### src/rtl/sram_loader_pkg.sv
// sram_loader_pkg: shared state type and width helpers for the SRAM loader.
package sram_loader_pkg;

    typedef enum logic [1:0] {IDLE, LOAD, CLEAR, DONE} loader_state_t;

    function automatic int bytes_of(input int data_width);
        return data_width / 8;
    endfunction

    function automatic int lane_width(input int data_width);
        return (data_width / 8 > 1) ? $clog2(data_width / 8) : 1;
    endfunction

endpackage

### src/rtl/sram_loader_packer.sv
// byte_packer: assembles bytes little-endian into a word; word_o/valid_o
// describe the word completed by the current strobe, zero in unfilled lanes.
module byte_packer
    import sram_loader_pkg::*;
#(
    parameter int DATA_WIDTH = 8
) (
    input  logic                  clk,
    input  logic                  reset_n,
    input  logic [7:0]            data_i,
    input  logic                  strobe_i,
    input  logic                  last_i,
    input  logic                  flush_i,
    output logic [DATA_WIDTH-1:0] word_o,
    output logic                  valid_o
);

    localparam int BYTES = bytes_of(DATA_WIDTH);
    localparam int LW    = lane_width(DATA_WIDTH);

    logic [LW-1:0]         lane_q;
    logic [DATA_WIDTH-1:0] acc_q;

    assign word_o  = acc_q | (DATA_WIDTH'(data_i) << {lane_q, 3'b000});
    assign valid_o = strobe_i && (last_i || lane_q == LW'(BYTES - 1));

    always_ff @(posedge clk or negedge reset_n) begin
        if (!reset_n) begin
            lane_q <= '0;
            acc_q  <= '0;
        end else if (flush_i || valid_o) begin
            lane_q <= '0;
            acc_q  <= '0;
        end else if (strobe_i) begin
            lane_q <= lane_q + LW'(1);
            acc_q  <= word_o;
        end
    end

endmodule

### src/rtl/sram_loader.sv
// sram_loader: streams bytes (or a constant fill) into a single-port SRAM,
// writing packed words sequentially from address 0 with registered outputs.
module sram_loader
    import sram_loader_pkg::*;
#(
    parameter int DATA_WIDTH = 8,
    parameter int ADDR_WIDTH = 10
) (
    input  logic                  clk,
    input  logic                  reset_n,
    input  logic                  start_load,
    input  logic                  start_clear,
    input  logic [DATA_WIDTH-1:0] clear_value,
    input  logic [7:0]            in_data,
    input  logic                  in_valid,
    input  logic                  in_last,
    output logic                  in_ready,
    output logic [ADDR_WIDTH-1:0] ram_addr,
    output logic [DATA_WIDTH-1:0] ram_data,
    output logic                  ram_cen,
    output logic                  ram_we,
    output logic                  busy,
    output logic                  done,
    output logic                  overflow,
    output logic [ADDR_WIDTH:0]   word_count
);

    localparam logic [ADDR_WIDTH:0]   DEPTH     = {1'b1, {ADDR_WIDTH{1'b0}}};
    localparam logic [ADDR_WIDTH-1:0] LAST_ADDR = '1;

    loader_state_t         state_q, state_d;
    logic [ADDR_WIDTH-1:0] addr_q, addr_d, ram_addr_q, ram_addr_d;
    logic [DATA_WIDTH-1:0] ram_data_q, ram_data_d, pk_word;
    logic [ADDR_WIDTH:0]   count_q, count_d;
    logic                  ovf_q, ovf_d, cen_q, cen_d, ready_q, ready_d;
    logic                  busy_q, busy_d, done_q, done_d;
    logic                  start, xfer, pk_valid;

    assign start = (state_q == IDLE) && (start_load || start_clear);
    assign xfer  = in_valid && ready_q;

    byte_packer #(.DATA_WIDTH(DATA_WIDTH)) u_packer (
        .clk     (clk),
        .reset_n (reset_n),
        .data_i  (in_data),
        .strobe_i(xfer),
        .last_i  (in_last),
        .flush_i (start),
        .word_o  (pk_word),
        .valid_o (pk_valid)
    );

    always_ff @(posedge clk or negedge reset_n) begin
        if (!reset_n) state_q <= IDLE;
        else          state_q <= state_d;
    end

    // DONE lingers while the final write is still on the bus so done follows it
    always_comb begin
        state_d = (state_q == IDLE)  ? (start_clear ? CLEAR : start_load ? LOAD : IDLE) :
                  (state_q == LOAD)  ? ((xfer && in_last) ? DONE : LOAD) :
                  (state_q == CLEAR) ? ((ram_addr_q == LAST_ADDR) ? DONE : CLEAR) :
                  (cen_q ? DONE : IDLE);
    end

    always_comb begin
        addr_d     = addr_q;
        ovf_d      = ovf_q;
        count_d    = (cen_q && count_q != DEPTH) ? count_q + (ADDR_WIDTH+1)'(1) : count_q;
        ram_addr_d = ram_addr_q;
        ram_data_d = ram_data_q;
        cen_d      = 1'b0;
        if (start) begin
            addr_d  = '0;
            ovf_d   = 1'b0;
            count_d = '0;
            if (start_clear) begin
                cen_d      = 1'b1;
                ram_addr_d = '0;
                ram_data_d = clear_value;
            end
        end else if (state_q == LOAD && pk_valid && !ovf_q) begin
            cen_d      = 1'b1;
            ram_addr_d = addr_q;
            ram_data_d = pk_word;
            addr_d     = addr_q + ADDR_WIDTH'(1);
            ovf_d      = (addr_q == LAST_ADDR);
        end else if (state_q == CLEAR && ram_addr_q != LAST_ADDR) begin
            cen_d      = 1'b1;
            ram_addr_d = ram_addr_q + ADDR_WIDTH'(1);
        end
        ready_d = (state_d == LOAD);
        busy_d  = (state_d != IDLE);
        done_d  = (state_d == DONE) && !cen_d;
    end

    always_ff @(posedge clk or negedge reset_n) begin
        if (!reset_n) begin
            addr_q     <= '0;
            ovf_q      <= 1'b0;
            count_q    <= '0;
            ram_addr_q <= '0;
            ram_data_q <= '0;
            cen_q      <= 1'b0;
            ready_q    <= 1'b0;
            busy_q     <= 1'b0;
            done_q     <= 1'b0;
        end else begin
            addr_q     <= addr_d;
            ovf_q      <= ovf_d;
            count_q    <= count_d;
            ram_addr_q <= ram_addr_d;
            ram_data_q <= ram_data_d;
            cen_q      <= cen_d;
            ready_q    <= ready_d;
            busy_q     <= busy_d;
            done_q     <= done_d;
        end
    end

    assign in_ready   = ready_q;
    assign ram_addr   = ram_addr_q;
    assign ram_data   = ram_data_q;
    assign ram_cen    = cen_q;
    assign ram_we     = cen_q;
    assign busy       = busy_q;
    assign done       = done_q;
    assign overflow   = ovf_q;
    assign word_count = count_q;

endmodule

### config.mk
export PLATFORM = sky130hd
export DESIGN_NAME = sram_loader
export DESIGN_NICKNAME = d
export VERILOG_FILES = /design/src/rtl/sram_loader_pkg.sv /design/src/rtl/sram_loader_packer.sv /design/src/rtl/sram_loader.sv
export SDC_FILE = /design/constraint.sdc
export NUM_CORES = 1
export LEC_CHECK = 0
export ABC_AREA = 1
export ABC_CLOCK_PERIOD_IN_PS = 1600
export CORE_MARGIN = 5
export CORE_UTILIZATION = 53
export DETAILED_ROUTE_END_ITERATION = 10
export PLACE_DENSITY = 0.93
export SYNTH_ARGS = -nofsm -noshare
export SYNTH_HDL_FRONTEND = slang
export SYNTH_SLANG_ARGS = --single-unit
### constraint.sdc
create_clock -name clk -period 1.6 [get_ports clk]
set_input_delay 0.48 -clock clk [delete_from_list [all_inputs] [get_ports clk]]
set_output_delay 0.48 -clock clk [all_outputs]
set_load 0.03 [all_outputs]
Word-level counts from Yosys, hierarchy flattened. Index checks and enable logic that the tools add are counted.

Word-level logic and storage cells: 79. Flip-flop bits (word level): 55.

Equality and inequality tests: 9. Reduce and logical (&&, ||, !) cells: 22. Bitwise gates (word level): 2. Muxes and demuxes: 29. Add/subtract/negate cells: 4. Shifts and indexed selects: 1.

Operators by type and width (number): $mux 10 (6); $mux 8 (5); $mux 11 (2); $add 10x1->10 const B (2); $eq 10x10->1 const B (2); $mux 2 (6); $add 11x1->11 const B (1); $ne 11x11->1 const B (1); $mux 1 (10); $ne 10x10->1 const B (1); $logic_and 1x1->1 (9); $or 8x8->8 (1); $reduce_bool 2->1 (4); $shl 8x4->8 (1); $eq 2x1->1 const B (2); $eq 2x2->1 const B (2); $reduce_and 2->1 (2); $logic_or 1x1->1 (3); $reduce_bool 3->1 (1); $logic_not 1->1 (2); $logic_not 2->1 (1); $ne 2x2->1 const B (1); $add 1x1->1 const B (1); $not 1->1 (1).

Logic depth before layout (Yosys ltp).
Depth after elaboration: 9. Mapped depth: 9.

By module. Synthesis repeated with hierarchy kept, for this count alone.

Cells, all modules: 417. Area, all modules: 3201.8 um2.

By module, submodules not included: sram_loader (area each 2722.6 um2, cells an instance 352, times used 1); byte_packer (area each 479.2 um2, cells an instance 65, times used 1).

Least setup slack after synthesis. OpenSTA, ideal clock, no wires.

Kind: register to register. From: reg ram_addr_q[0] (netlist: ram_addr[0]). To: reg ram_addr_q[9] (netlist: ram_addr[9]). Clock period less this slack: 1.639 ns. Setup time: 0.118 ns. Buffers on the path: 1. Slack: -0.039 ns. Required time: 1.482 ns. Stages on the path, launching flop included: 10. Arrival time: 1.521 ns. Cell sequence: dfrtp_1 -> ha_1 -> nand2_1 -> nor2_1 -> nand3_1 -> nand2_1 -> nand2_4 -> buf_8 -> nor2_1 -> nor2_1.

Longest elaborated chain between the ends: 4. Elaborated cells on any way between the ends: 8.

Ends and longest elaborated chain: from (decl) (RTL line sram_loader.sv:32) `logic [ADDR_WIDTH-1:0] addr_q, addr_d, ram_addr_q, ram_addr_d;`; from (signal assigned) (RTL line sram_loader.sv:112) `ram_addr_q <= ram_addr_d;`; $add 10x1->10 or $ne 10x10->1 (tied branches) (RTL line sram_loader.sv:90, sram_loader.sv:88); $mux 10 or $logic_and 1x1->1 (tied branches) (RTL line sram_loader.sv:88) `end else if (state_q == CLEAR && ram_addr_q != LAST_ADDR) begin`; $mux 10 or $reduce_bool 3->1 (tied branches); $mux 10 or $reduce_and 2->1 (tied branches).

Parallel ways exist; a longest one is shown, timed or not. The select of a mux whose other input is x is not followed. A chain may end at the register's enable or synchronous reset.

Worst setup path in the final report.
From: reg state_q[0]. To: reg ram_data_q[4] (netlist: ram_data[4]).

Longest elaborated chain between the ends: 5. Elaborated cells on any way between the ends: 9.

Ends and longest elaborated chain: from (decl) (RTL line sram_loader.sv:31) `loader_state_t state_q, state_d;`; from (signal assigned) (RTL line sram_loader.sv:55) `else state_q <= state_d;`; $eq 2x1->1 (RTL line sram_loader.sv:82) `end else if (state_q == LOAD && pk_valid && !ovf_q) begin`; $logic_and 1x1->1 (2 in series) (RTL line sram_loader.sv:82); $reduce_bool 2->1 (no source line); $reduce_and 2->1 (no source line); to (signal assigned) (RTL line sram_loader.sv:113) `ram_data_q <= ram_data_d;`; to (decl) (RTL line sram_loader.sv:33) `logic [DATA_WIDTH-1:0] ram_data_q, ram_data_d, pk_word;`.

Parallel ways exist; a longest one is shown, timed or not.

==> results <==
==> Yosys cell counts, types with 5 or more instances <==
| cell type | n |
|---|---|
| sky130_fd_sc_hd__nand3b_1 | 5 |
| sky130_fd_sc_hd__nand2_1 | 141 |
| sky130_fd_sc_hd__dfrtp_1 | 55 |
| sky130_fd_sc_hd__inv_1 | 37 |
| sky130_fd_sc_hd__nand3_1 | 30 |
| sky130_fd_sc_hd__a31oi_1 | 8 |
| sky130_fd_sc_hd__nor2_1 | 45 |
| sky130_fd_sc_hd__o22ai_1 | 11 |
| sky130_fd_sc_hd__nand4_1 | 8 |
| sky130_fd_sc_hd__a21oi_1 | 7 |
| sky130_fd_sc_hd__o21ai_0 | 14 |
==> layout make-up <==
class / instances / area share (%)
Clock buffer: 6 / 1.705
Tap cell: 75 / 2.205
Timing Repair Buffer: 100 / 21.05
Sequential cell: 55 / 32.46
Inverter: 42 / 3.822
Clock inverter: 2 / 0.2940
Multi-Input combinational cell: 310 / 38.46
==> state kept, by name (all words and copies together), names as in the netlist, 2 cells and up <==
name / flops
state_q: 2
word_count: 11
u_packer.acc_q: 8
addr_q: 10
ram_addr: 10
ram_data: 8
==> power groups by stage <==
stage          registers, mW  logic, mW  clock network, mW
2_1_floorplan           2.48       1.51                  0
3_3_place_gp            1.98       3.14                  0
3_5_place_dp            1.99       3.26                  0
4_1_cts                 1.96       3.15              0.775
5_1_grt                 2.04       4.05              0.837
6_report                2.00       3.80              0.781
==> kinds of logic after synthesis <==
group / Yosys count / share of synthesized area (%)
buffers and inverters: 51 / 7.852
AO/OA/AOI/OAI: 50 / 9.375
flip-flops: 55 / 44.07
XOR/XNOR: 6 / 1.683
adder cells (fa/ha/maj): 4 / 1.603
AND/OR/NAND/NOR: 247 / 35.42
==> per-stage QoR <==
stage          worst slack, ns  setup TNS [ns]  area [um2]
4_1_cts             -0.0001631      -0.0001631        4018
2_1_floorplan          0.05378               0        3127
6_report              -0.01355        -0.03360        4255
3_3_place_gp           -0.3362          -15.06        3944
5_1_grt               -0.09537         -0.7105        4255
3_5_place_dp           -0.4074          -17.00        3944
==> critical path, cell delays in order (launching register included) <==
cell,delay [ns]
sky130_fd_sc_hd__dfrtp_1,0.44
sky130_fd_sc_hd__inv_2,0.10
sky130_fd_sc_hd__nand2_2,0.10
sky130_fd_sc_hd__nor2_4,0.26
sky130_fd_sc_hd__buf_6,0.18
sky130_fd_sc_hd__buf_4,0.14
sky130_fd_sc_hd__nand2_1,0.06
sky130_fd_sc_hd__a31oi_1,0.23
==> routing by layer <==
| layer | share of wire, % | GRT usage, % | up-vias |
|---|---|---|---|
| met3 | 8.9 | 3.802 | 66 |
| li1 | - | - | 1543 |
| met4 | 4.8 | 6.941 | 0 |
| met5 | 0 | 0 | - |
| met1 | 38 | 28.83 | 1632 |
| met2 | 49 | 37.76 | 259 |
==> final timing paths <==
kind                                to  slack, ns  depth (start not counted)
min                          addr_q[4]       0.14                          2
min in group clk             addr_q[8]       0.55                          2
max                        ram_data[4]      -0.01                          7
max in group asynchronous  ram_addr[0]       1.18                          2
min reg2reg                  addr_q[8]       0.55                          2
max reg2reg                ram_data[4]      -0.01                          7
==> timing repair <==
item | CTS | global route
setup endpoints to repair | 43 | 59
setup buffers | 0 | 9
resized for setup | 29 | 55
pin swaps | 0 | 13
cloned | 0 | 3
==> results summary <==
Setup repair after global routing could not meet its margin everywhere. The final-report max-slew violation count is 0. The most common library cell in the layout ignoring fill and taps is sky130_fd_sc_hd__nand2_1. The library cells used most frequently in the layout, excluding fill and tap cells, are sky130_fd_sc_hd__nand2_1 (132), sky130_fd_sc_hd__dfrtp_1 (51), sky130_fd_sc_hd__buf_4 (49), sky130_fd_sc_hd__nor2_1 (40), sky130_fd_sc_hd__inv_1 (35).

The half-perimeter wire length of the detailed placement result came out at 5872 um. The number of unique standard cell types used by synthesis is 34. STA classifies the critical path endpoint as a flip-flop.

The deepest level of the CTS H-tree came out at 2. The number of fill cells is 410. The most used flip-flop cell after synthesis is sky130_fd_sc_hd__dfrtp_1. The worst relative slew slack is 77.59%.

The path class of the tightest hold or removal check is input port to asynchronous set/reset pin. The largest area contributor in the synthesized netlist is sky130_fd_sc_hd__dfrtp_1. The number of antenna-violating nets in the routed design is 0.

The worst path uses 100.8% of the clock period. TritonCTS built the clock tree. The worst hold slack across all endpoints came out at 0.1372 ns. The highest clock rate is 619.8 MHz. In this run the count of I/O pins placed on the die edge is 57. The maximum clock path buffer count is 2. The final reports fail on setup timing. The number of synthesis warnings is 0. The count of endpoints failing setup in the final report came out at 3. The async set or reset register ratio after synthesis is 100.0%. The hold-fix buffer count after cts came out at 0. The flow ran to the end, but the final reports show violations. The data arrival time of the critical path came out at 1.84 ns. The maximum clock skew at final layout is 0.009271 ns.

In this run the worst setup path begins at state_q[0]. The worst voltage drop across the vdd grid is 1.015 mV. The global route total overflow is 0. Clock tree synthesis inserted a total of 5 buffers.

The number of antenna violations at the first check in global routing came to 0. The internal power of the cells totals 3.465 mW. The worst-case setup margin in the final layout is -0.01355 ns. The synthesized area is 3123 um2. The relative contribution of the clock network to total power is 11.9%.

The chip width is 86.76 um. The share of power burned in combinational logic came out at 57.8%. The number of standard cells after synthesis came out at 413. The switching power summed over all nets came out at 3.120 mW.

The signed area change from the synthesized netlist to the final layout is 36.26%. The worst-skew pair later-pin latency came out at 0.32 ns. The count of buffers added on input and output ports is 56. The share of synthesized area occupied by flip-flops and latches came out at 44.07%.

The ratio of cells with drive above 1 in the final layout is 22.72%. The synthesized netlist net count came out at 439. The power consumption came out at 6.585 mW. The total wirelength of the detailed-routed design came out at 9808 um. The mean number of vias per cell is 5.932. The clock sink count is 55.

The clock-pin slew on the worst setup and hold paths came out at 0.10 ns. The total area of multi-input combinational cells came out at 1637 um2. The count of nets after finishing came out at 540. CTS placed an instance of sky130_fd_sc_hd__clkbuf_8 at the clock tree root.

The required time reported for the critical path endpoint is 1.82 ns. The area occupied by registers came out at 1381 um2. The actual slew at the worst max-slew pin came out at 0.3354 ns. The number of storage elements in the synthesis netlist is 55. The final count of hold timing violations is 0.

The critical path in this run is classified as flip-flop to flip-flop. The initialized floorplan defines 28 standard-cell rows. The pin count of the biggest net entering global routing came out at 56. The part of the power in registers is 30.4%.

The fraction of post-synthesis cell area in the top cell type by area is 44.07%. In this run the static leakage power is 2.085 nW. The global-route wire length before repair is 13,450 um. Summing over every cut layer, the via total after detailed routing is 3,500. The non-filler instance count after layout came out at 590. Dividing total power by cell area gives a power density of 1547 nW/um2. The launching element type of the critical path is a flip-flop. The minimum clock period after layout is 1.614 ns. The mean instance size in the synthesized netlist is 7.562 um2. The die boundary height is 86.76 um.

The number of optimization iterations in the first detailed-route pass came out at 6. Of the total power, the share spent switching nets is 47.38%. The largest fanout on the critical path came out at 6.

The diode insertion count for antenna repair came out at 0. The congestion estimate from routability-driven global placement came to 0.8928. The routed length per placed instance is 16.62 um. The number of enable flip-flop cells after synthesis came out at 0. The fraction of the core area covered by cells at the end of the flow is 73.17%.

Global routing consumed, over all layers together, 22.19% of the routing resources. The via count of the first global-routing pass came to 3,018. By area the synthesized netlist is led by sky130_fd_sc_hd__dfrtp_1 (44%), sky130_fd_sc_hd__nand2_1 (17%), sky130_fd_sc_hd__nor2_1 (5.4%). Max-cap violations in this run came to 0. The DRC violation count after routing is 0.

In this run the critical register-to-register path is launched from state_q[0]. The cell count after placement is 570. The area inside the core boundary is 5816 um2. The die covers 7527 um2. The starting DRC count in detailed routing came out at 379.

For this configuration, the core starts out at a cell density of 53.70%.
No activity file was read; power rests on OpenSTA's default activity.
